<file path="src/rtl/relu_pkg.sv">
// rtl/relu_pkg.sv - shared mode encodings and saturation bounds for relu_round_pipe
package relu_pkg;

  typedef enum logic [1:0] {
    ACT_LINEAR = 2'b00,
    ACT_RELU   = 2'b01,
    ACT_LEAKY  = 2'b10
  } act_mode_t;

  typedef enum logic {
    RND_HALF_AWAY = 1'b0,
    RND_TRUNC     = 1'b1
  } rnd_mode_t;

  function automatic longint sat_max(input int q);
    return (longint'(1) << (q - 1)) - 1;
  endfunction

  function automatic longint sat_min(input int q);
    return -(longint'(1) << (q - 1));
  endfunction

endpackage

</file>
<file path="src/rtl/relu_round_lane.sv">
// rtl/relu_round_lane.sv - per-lane activation/rounding (stage 1) and saturation (stage 2) math
module relu_round_lane
  import relu_pkg::*;
#(
  parameter int DATA_WIDTH  = 32,
  parameter int Q           = 16,
  parameter int IN_FRAC     = 16,
  parameter int OUT_FRAC    = 8,
  parameter int LEAKY_SHIFT = 3
) (
  input  logic [DATA_WIDTH-1:0] x_i,
  input  logic [1:0]            act_i,
  input  logic                  rnd_i,
  output logic [DATA_WIDTH:0]   r_o,
  input  logic [DATA_WIDTH:0]   r_i,
  output logic [Q-1:0]          y_o,
  output logic                  sat_o
);

  localparam int W     = DATA_WIDTH + 1;
  localparam int SHIFT = IN_FRAC - OUT_FRAC;

  localparam logic signed [W-1:0] HALF    = W'(2 ** (SHIFT - 1));
  localparam logic signed [W-1:0] HALF_M1 = W'(2 ** (SHIFT - 1) - 1);
  localparam logic signed [W-1:0] MAXV    = W'(sat_max(Q));
  localparam logic signed [W-1:0] MINV    = W'(sat_min(Q));

  logic signed [W-1:0] xs, xa, sum, r, ri;
  logic                neg;

  // One guard bit above DATA_WIDTH keeps the rounding bias from wrapping the max input.
  always_comb begin
    xs  = {x_i[DATA_WIDTH-1], x_i};
    neg = x_i[DATA_WIDTH-1];
    xa  = (act_i == ACT_LEAKY && neg) ? (xs >>> LEAKY_SHIFT) : xs;
    if (rnd_i == RND_TRUNC) begin
      sum = xa;
    end else if (neg) begin
      sum = xa + HALF_M1;
    end else begin
      sum = xa + HALF;
    end
    r = sum >>> SHIFT;
    if (act_i == ACT_RELU && neg) begin
      r = '0;
    end
  end

  assign r_o = r;

  always_comb begin
    ri    = r_i;
    y_o   = ri[Q-1:0];
    sat_o = 1'b0;
    if (ri > MAXV) begin
      y_o   = MAXV[Q-1:0];
      sat_o = 1'b1;
    end else if (ri < MINV) begin
      y_o   = MINV[Q-1:0];
      sat_o = 1'b1;
    end
  end

endmodule

</file>
<file path="src/rtl/relu_round_pipe.sv">
// rtl/relu_round_pipe.sv - 2-stage multi-lane activation/round/saturate pipeline with saturation counter
module relu_round_pipe
  import relu_pkg::*;
#(
  parameter int DATA_WIDTH  = 32,
  parameter int Q           = 16,
  parameter int IN_FRAC     = 16,
  parameter int OUT_FRAC    = 8,
  parameter int LANES       = 4,
  parameter int LEAKY_SHIFT = 3,
  parameter int SAT_CNT_W   = 16
) (
  input  logic                        clk,
  input  logic                        rst,
  input  logic                        in_valid,
  output logic                        in_ready,
  input  logic [LANES*DATA_WIDTH-1:0] in_data,
  input  logic [1:0]                  in_act_mode,
  input  logic                        in_rnd_mode,
  output logic                        out_valid,
  input  logic                        out_ready,
  output logic [LANES*Q-1:0]          out_data,
  output logic [LANES-1:0]            out_sat,
  output logic [SAT_CNT_W-1:0]        sat_count,
  input  logic                        sat_clr
);

  logic                             v1_q, v2_q;
  logic                             adv1, adv2, xfer;
  logic [LANES-1:0][DATA_WIDTH:0]   r_d, r1_q;
  logic [LANES-1:0][Q-1:0]          y_d, out_data_q;
  logic [LANES-1:0]                 sat_d, out_sat_q;
  logic [SAT_CNT_W-1:0]             cnt_q, cnt_d;
  logic [SAT_CNT_W:0]               pop, sum;

  for (genvar i = 0; i < LANES; i++) begin : g_lane
    relu_round_lane #(
      .DATA_WIDTH (DATA_WIDTH),
      .Q          (Q),
      .IN_FRAC    (IN_FRAC),
      .OUT_FRAC   (OUT_FRAC),
      .LEAKY_SHIFT(LEAKY_SHIFT)
    ) u_lane (
      .x_i  (in_data[i*DATA_WIDTH +: DATA_WIDTH]),
      .act_i(in_act_mode),
      .rnd_i(in_rnd_mode),
      .r_o  (r_d[i]),
      .r_i  (r1_q[i]),
      .y_o  (y_d[i]),
      .sat_o(sat_d[i])
    );
  end

  assign adv2      = !v2_q || out_ready;
  assign adv1      = !v1_q || adv2;
  assign in_ready  = adv1;
  assign xfer      = v2_q && out_ready;
  assign out_valid = v2_q;
  assign out_data  = out_data_q;
  assign out_sat   = out_sat_q;
  assign sat_count = cnt_q;

  // Clear wins over a coincident transfer; the sum saturates instead of wrapping.
  always_comb begin
    pop = '0;
    for (int i = 0; i < LANES; i++) begin
      pop = pop + (SAT_CNT_W + 1)'(out_sat_q[i]);
    end
    sum   = {1'b0, cnt_q} + pop;
    cnt_d = cnt_q;
    if (sat_clr) begin
      cnt_d = '0;
    end else if (xfer) begin
      cnt_d = sum[SAT_CNT_W] ? '1 : sum[SAT_CNT_W-1:0];
    end
  end

  always_ff @(posedge clk) begin
    if (rst) begin
      v1_q       <= 1'b0;
      v2_q       <= 1'b0;
      r1_q       <= '0;
      out_data_q <= '0;
      out_sat_q  <= '0;
      cnt_q      <= '0;
    end else begin
      if (adv1) begin
        v1_q <= in_valid;
        if (in_valid) begin
          r1_q <= r_d;
        end
      end
      if (adv2) begin
        v2_q <= v1_q;
        if (v1_q) begin
          out_data_q <= y_d;
          out_sat_q  <= sat_d;
        end
      end
      cnt_q <= cnt_d;
    end
  end

endmodule

</file>
<file path="config.mk">
export PLATFORM = sky130hd
export DESIGN_NAME = relu_round_pipe
export DESIGN_NICKNAME = d
export VERILOG_FILES = /design/src/rtl/relu_pkg.sv /design/src/rtl/relu_round_lane.sv /design/src/rtl/relu_round_pipe.sv
export SDC_FILE = /design/constraint.sdc
export NUM_CORES = 1
export LEC_CHECK = 0
export CORE_ASPECT_RATIO = 1.75
export CORE_MARGIN = 2
export CORE_UTILIZATION = 45
export CTS_BUF_LIST = sky130_fd_sc_hd__clkbuf_8
export DETAILED_ROUTE_END_ITERATION = 10
export DONT_BUFFER_PORTS = 1
export SLEW_MARGIN = 20
export SYNTH_ARGS = -nofsm -noshare
export SYNTH_HDL_FRONTEND = slang
export SYNTH_HIERARCHICAL = 1
export SYNTH_SLANG_ARGS = --single-unit
</file>
<file path="constraint.sdc">
create_clock -name clk -period 5.5 [get_ports clk]
set_input_delay 0.825 -clock clk [delete_from_list [all_inputs] [get_ports clk]]
set_output_delay 0.825 -clock clk [all_outputs]
set_load 0.1 [all_outputs]
</file>
=== Yosys cells after proc, flatten, opt, wreduce, memory -nomap -nowiden ===
Index checks and enable logic that the tools add are counted.

* Order comparisons: 8
* Mux-type cells: 33
* Reductions and logical operators: 16
* Add/sub/neg operators: 12
* Eq/ne operators: 2

{| class="wikitable"
|+ Operators by type and width
! operator !! count
|-
| 2-to-1 mux 33 bit || 12
|-
| 2-to-1 mux 16 bit || 9
|-
| adder 32 x 8 -> 33 bit (second input constant) || 4
|-
| adder 32 x 9 -> 33 bit (second input constant) || 4
|-
| greater-than comparator 33 x 16 -> 1 bit (second input constant) || 4
|-
| < comparator 33 x 16 -> 1 bit (second input constant) || 4
|-
| 2-to-1 mux 31 bit || 4
|-
| adder 16 x 4 -> 17 bit || 1
|-
| logical AND 1 bit || 9
|-
| 2-to-1 mux 1 bit || 8
|-
| adder 3 x 1 -> 4 bit || 1
|-
| AND reduction 2 bit || 2
|-
| adder 2 x 1 -> 3 bit || 1
|-
| adder 1 x 1 -> 2 bit || 1
|-
| equality test 2 x 1 -> 1 bit (second input constant) || 1
|-
| equality test 2 bit (second input constant) || 1
|-
| zero test 1 bit || 2
|-
| logical OR 1 bit || 2
|-
| OR reduction 2 bit || 1
|}

* Logic and storage cells: 83
* Bits of input ports: 136
* Bits in registers: 218
* Output and inout port bits: 86

=== Depth between registers and ports, before layout ===
* Depth after elaboration: 7
* Gate-level depth with buffers: 12
* Depth with buffers taken out: 9

=== Hierarchy ===
Netlist, hierarchy kept.

{| class="wikitable"
|+ By module, submodules not included
! module !! sequential area each (um^2) !! instances !! area an instance (um^2) !! cells an instance
|-
| relu_round_pipe || 4364.2 || 1 || 7796.2 || 984
|-
| relu_round_lane || 0.0 || 4 || 1706.6 || 260
|}

=== Worst setup path before layout ===
No wires, ideal clock.

* Path kind: reg2reg
* From: register v2_q, in the netlist out_valid
* To: register r1_q[12] (netlist name)
* Data required time: 5.430 ns
* Period minus slack after synthesis: 3.283 ns
* Stages on the path, launching flop included: 7
* Path buffers: 2
* Data arrival time: 3.213 ns
* Path slack: 2.217 ns
* Library setup time: 0.070 ns
* Cell sequence: dfxtp_1 nand3b_1 nand2_1 buf_2 buf_1 nand2_1 a21oi_1

* Longest elaborated chain between the ends: 4

{| class="wikitable"
|+ RTL lines
! what !! line !! RTL
|-
| start: declaration || relu_round_pipe.sv:28 || <nowiki>logic v1_q, v2_q;</nowiki>
|-
| start signal: assignment || relu_round_pipe.sv:94 || <nowiki>v2_q <= v1_q;</nowiki>
|-
| zero test 1 bit || relu_round_pipe.sv:54 || <nowiki>assign adv2 = !v2_q || out_ready;</nowiki>
|-
| logical OR 1 bit || relu_round_pipe.sv:54 ||
|-
| logical OR 1 bit || relu_round_pipe.sv:55 || <nowiki>assign adv1 = !v1_q || adv2;</nowiki>
|-
| named net in_ready || relu_round_pipe.sv:16 || <nowiki>output logic in_ready,</nowiki>
|-
| AND reduction 2 bit (no source line) || -- ||
|-
| end signal: assignment || relu_round_pipe.sv:90 || <nowiki>r1_q <= r_d;</nowiki>
|-
| end: declaration || relu_round_pipe.sv:30 || <nowiki>logic [LANES-1:0][DATA_WIDTH:0] r_d, r1_q;</nowiki>
|}

The timed path passes the listed nets, and every way through them passes these cells.
A chain may end at the register's enable or synchronous reset.

=== Worst setup path after layout ===
* From: register out_sat_q[3], in the netlist out_sat[3]
* To: register cnt_q[3], in the netlist sat_count[3]

* Longest elaborated chain between the ends: 3

{| class="wikitable"
|+ RTL lines
! what !! line !! RTL
|-
| start: declaration || relu_round_pipe.sv:32 || <nowiki>logic [LANES-1:0] sat_d, out_sat_q;</nowiki>
|-
| start signal: assignment || relu_round_pipe.sv:97 || <nowiki>out_sat_q <= sat_d;</nowiki>
|-
| adder 3 x 1 -> 4 bit || relu_round_pipe.sv:67 || <nowiki>pop = pop + (SAT_CNT_W + 1)'(out_sat_q[i]);</nowiki>
|-
| adder 16 x 4 -> 17 bit || relu_round_pipe.sv:69 || <nowiki>sum = {1'b0, cnt_q} + pop;</nowiki>
|-
| 2-to-1 mux 16 bit || relu_round_pipe.sv:74 || <nowiki>cnt_d = sum[SAT_CNT_W] ? '1 : sum[SAT_CNT_W-1:0];</nowiki>
|-
| end signal: assignment || relu_round_pipe.sv:100 || <nowiki>cnt_q <= cnt_d;</nowiki>
|-
| end: declaration || relu_round_pipe.sv:33 || <nowiki>logic [SAT_CNT_W-1:0] cnt_q, cnt_d;</nowiki>
|}

No other way between the ends.

==> results.md <==
- Mapped Nets: 2168
- Std cell rows: 87
- Syn avg cell area: 7.22 µm²
- Setup crit end kind: flop
- Final Cycle Share: 61.5%
- Vias per cell: 5.76
- Worst Setup EP: sat_count[3]
- FILL cells: 3338
- Post-synth EDFFs: 0
- Root Buffer: clkbuf_8
- Top_reg_cell synth: dfxtp_1
- H-Tree Level Count: 2
- Multi-input gate area: 9240 µm²
- DR vias: 13500
- Worst-Margin Slew: 1.16 ns
- Fin area: 15100 µm²
- RR Startpoint: out_sat[3]
- Slew Viols, Final: 0
- Register area: 4370 µm²
- Sequential area share after synthesis: 29.8%
- Yosys cell types: 66
- Clk_lat worst skew: 0.55 ns
- RSZ-0062 raised after global routing: false
- FFs w/ async S/R, synth: 0%
- Share of cells above drive strength 1: 9.55%
- Synthesis-stage register bit count: 218
- Largest net degree at the start of global routing: 205
- P_leak: 6.05 nW
- NumNets Final: 2058
- TritonCTS Buffers: 35
- Horiz. Die Dim: 140 µm
- Post-synth top area share: 29.8%
- RePlAce Congestion: 0.947
- Max Freq: 296 MHz
- Port bufs: 0
- Worst R2R Setup Slack: 2.12 ns
- DRT iter0 DRCs: 604
- Post-synthesis cell area: 14600 µm²
- Worst Clk Skew: 0.0210 ns
- Final-report hold violation count: 0
- DR WL/cell: 17.5 µm
- Final setup fails: 0
- Setup WS pre-CTS: 1.93 ns
- Initial antenna violation count: 1
- Post-CTS resize count: 0
- Initial Utilization: 45.5%
- VDD IR-drop max: 0.000138 V
- Synthesized instance count: 2024
- Final worst slack: 2.12 ns
- Critical Path Source Type: flop
- DRT antenna net count: 0
- CORE AREA: 32100 µm²
- Max_slew headroom: 22.3%
- Vias in the first global route: 13300
- Number of max-cap violations: 0
- Placed cell area: 14400 µm²
- Pwr/cell area: 266 nW/µm²
- Setup CP Type: flop to flop
- Clock Path Buffers: 3
- DR DRC count: 0
- Status: finished clean
- Die area: 34000 µm²
- Clock-pin slew on the worst setup and hold paths: 0.06 ns
- FF-to-FF path depth: 9
- Hold_buf cts: 0
- Die height: 242 µm
- Worst Path Required: 5.95 ns
- First-pass GRT wire length: 66.6 mm
- R2R Path End: sat_count[3]
- CP Data Arrival Time: 3.83 ns
- Crit path from: out_sat[3]
- CTS tree: built
- Postcts setup bufs: 0
- Iteration count of the initial detailed-routing pass: 4
- Yosys top cell by area: dfxtp_1
- Gr ovfl total: 0
- CTS sink cnt: 218
- Top post-synthesis cells by area: dfxtp_1, nand2_1, a21oi_1, nor2_1, mux2i_1
- Hold Path Class: primary input to flop
- IO Pins: 222
- P&R area growth vs syn: 3.04%
- Worst Path Max Fanout: 8
- Final WL: 40.9 mm
- Minimum clock period: 3.38 ns
- Hpwl dp: 29.3 mm
- GRT Util Overall: 23.4%
- Final setup TNS: 0 ns
- Synth Warn #: 6
## layout by cell type (no fill, tap or decap), drive strengths merged, types with 7 or more instances in the layout
cell type / n
nand2: 498
nor2: 273
a21oi: 218
dfxtp: 218
mux2i: 90
nand3: 74
nand4: 66
nor4: 63
xor2: 49
clkbuf: 45
inv: 40
nor3: 34
a31oi: 27
mux2: 20
buf: 19
a211oi: 18
o21ai: 17
xnor2: 16
and3: 12
and2: 10
nand2b: 10
or2: 9
a211o: 8
nor3b: 8
a21boi: 8
a2111oi: 7
## layout make-up
type	count	area share [%]
inverter	31	0.772
sequential	218	29.0
antenna	1	0.0166
clock inverter	16	0.523
clock buffer	45	4.11
multi-input combinational	1609	61.3
timing repair buffer	19	0.947
tap	400	3.32
## critical path, stage by stage, from the launching register on
cell	delay (ns)
dfxtp_1	0.67
fa_1	0.67
inv_1	0.05
fa_1	0.38
inv_1	0.08
fa_1	0.23
nand4_1	0.18
nor3_2	0.55
nand3_1	0.32
o21ai_0	0.15
## through the flow
| stage | power [mW] | hold slack, ns | std cells | utilization (%) |
|---|---|---|---|---|
| after floorplan | 2.58 | 0.437 | 2024 | - |
| after global placement | 2.65 | 0.439 | 2277 | 44.7 |
| after detailed placement | 2.65 | 0.443 | 2277 | 44.7 |
| after CTS | 4.07 | 0.345 | 2338 | 46.9 |
| after global routing | 4.22 | 0.344 | 2339 | 46.9 |
| final | 4.01 | 0.407 | 2339 | 46.9 |
## state kept, by name (all words and copies together) (netlist names)
signal,count
out_data,64
out_sat,4
out_valid,1
r1_q,132
sat_count,16
v1_q,1
## per-layer routing
metal | global-route usage (%) | part of all wire, % | up-vias
met1 | 23.9 | 37 | 6253
met3 | 4.49 | 4.9 | 133
met4 | 12.7 | 5.2 | 0
li1 | - | - | 6729
met5 | 0 | 0 | -
met2 | 44.2 | 52 | 346
## report_power, final
part           total [mW]  internal, mW  leakage (nW)  switching, mW
logic               0.607         0.230          3.87          0.377
clock network        1.39         0.738         0.391          0.653
registers            2.01          1.68          1.79          0.335
## synth_stat cells, drive strengths merged (31+ instances only)
cell and count:
mux2i 90, buf 96, dfxtp 218, nor2 273
clkbuf 66, nand2 498, nor3 34, nor4 63
nand4 66, xor2 49, inv 31, a21oi 218
nand3 74
## how the worst min path moves through the flow
stage | end | from | slack (ns) | cells past startpoint
6_report | out_sat[2] | rst | 0.41 | 1
5_1_grt | r1_q[127] | rst | 0.34 | 1
4_1_cts | r1_q[66] | rst | 0.34 | 1
3_5_place_dp | r1_q[66] | r1_q[66] | 0.44 | 2
3_3_place_gp | r1_q[80] | r1_q[80] | 0.44 | 2
2_1_floorplan | r1_q[0] | r1_q[0] | 0.44 | 2
## cells by family after synthesis
logic type / Yosys count / share of synthesized area [%]
AND/OR/NAND/NOR: 1076 / 35.0
AO/OA/AOI/OAI: 350 / 15.1
flip-flops: 218 / 29.8
buffers and inverters: 197 / 7.33
multiplexers: 110 / 8.04
XOR/XNOR: 65 / 3.89
adder cells (fa/ha/maj): 8 / 0.839
Note: power is estimated with default switching activity, not from simulation.
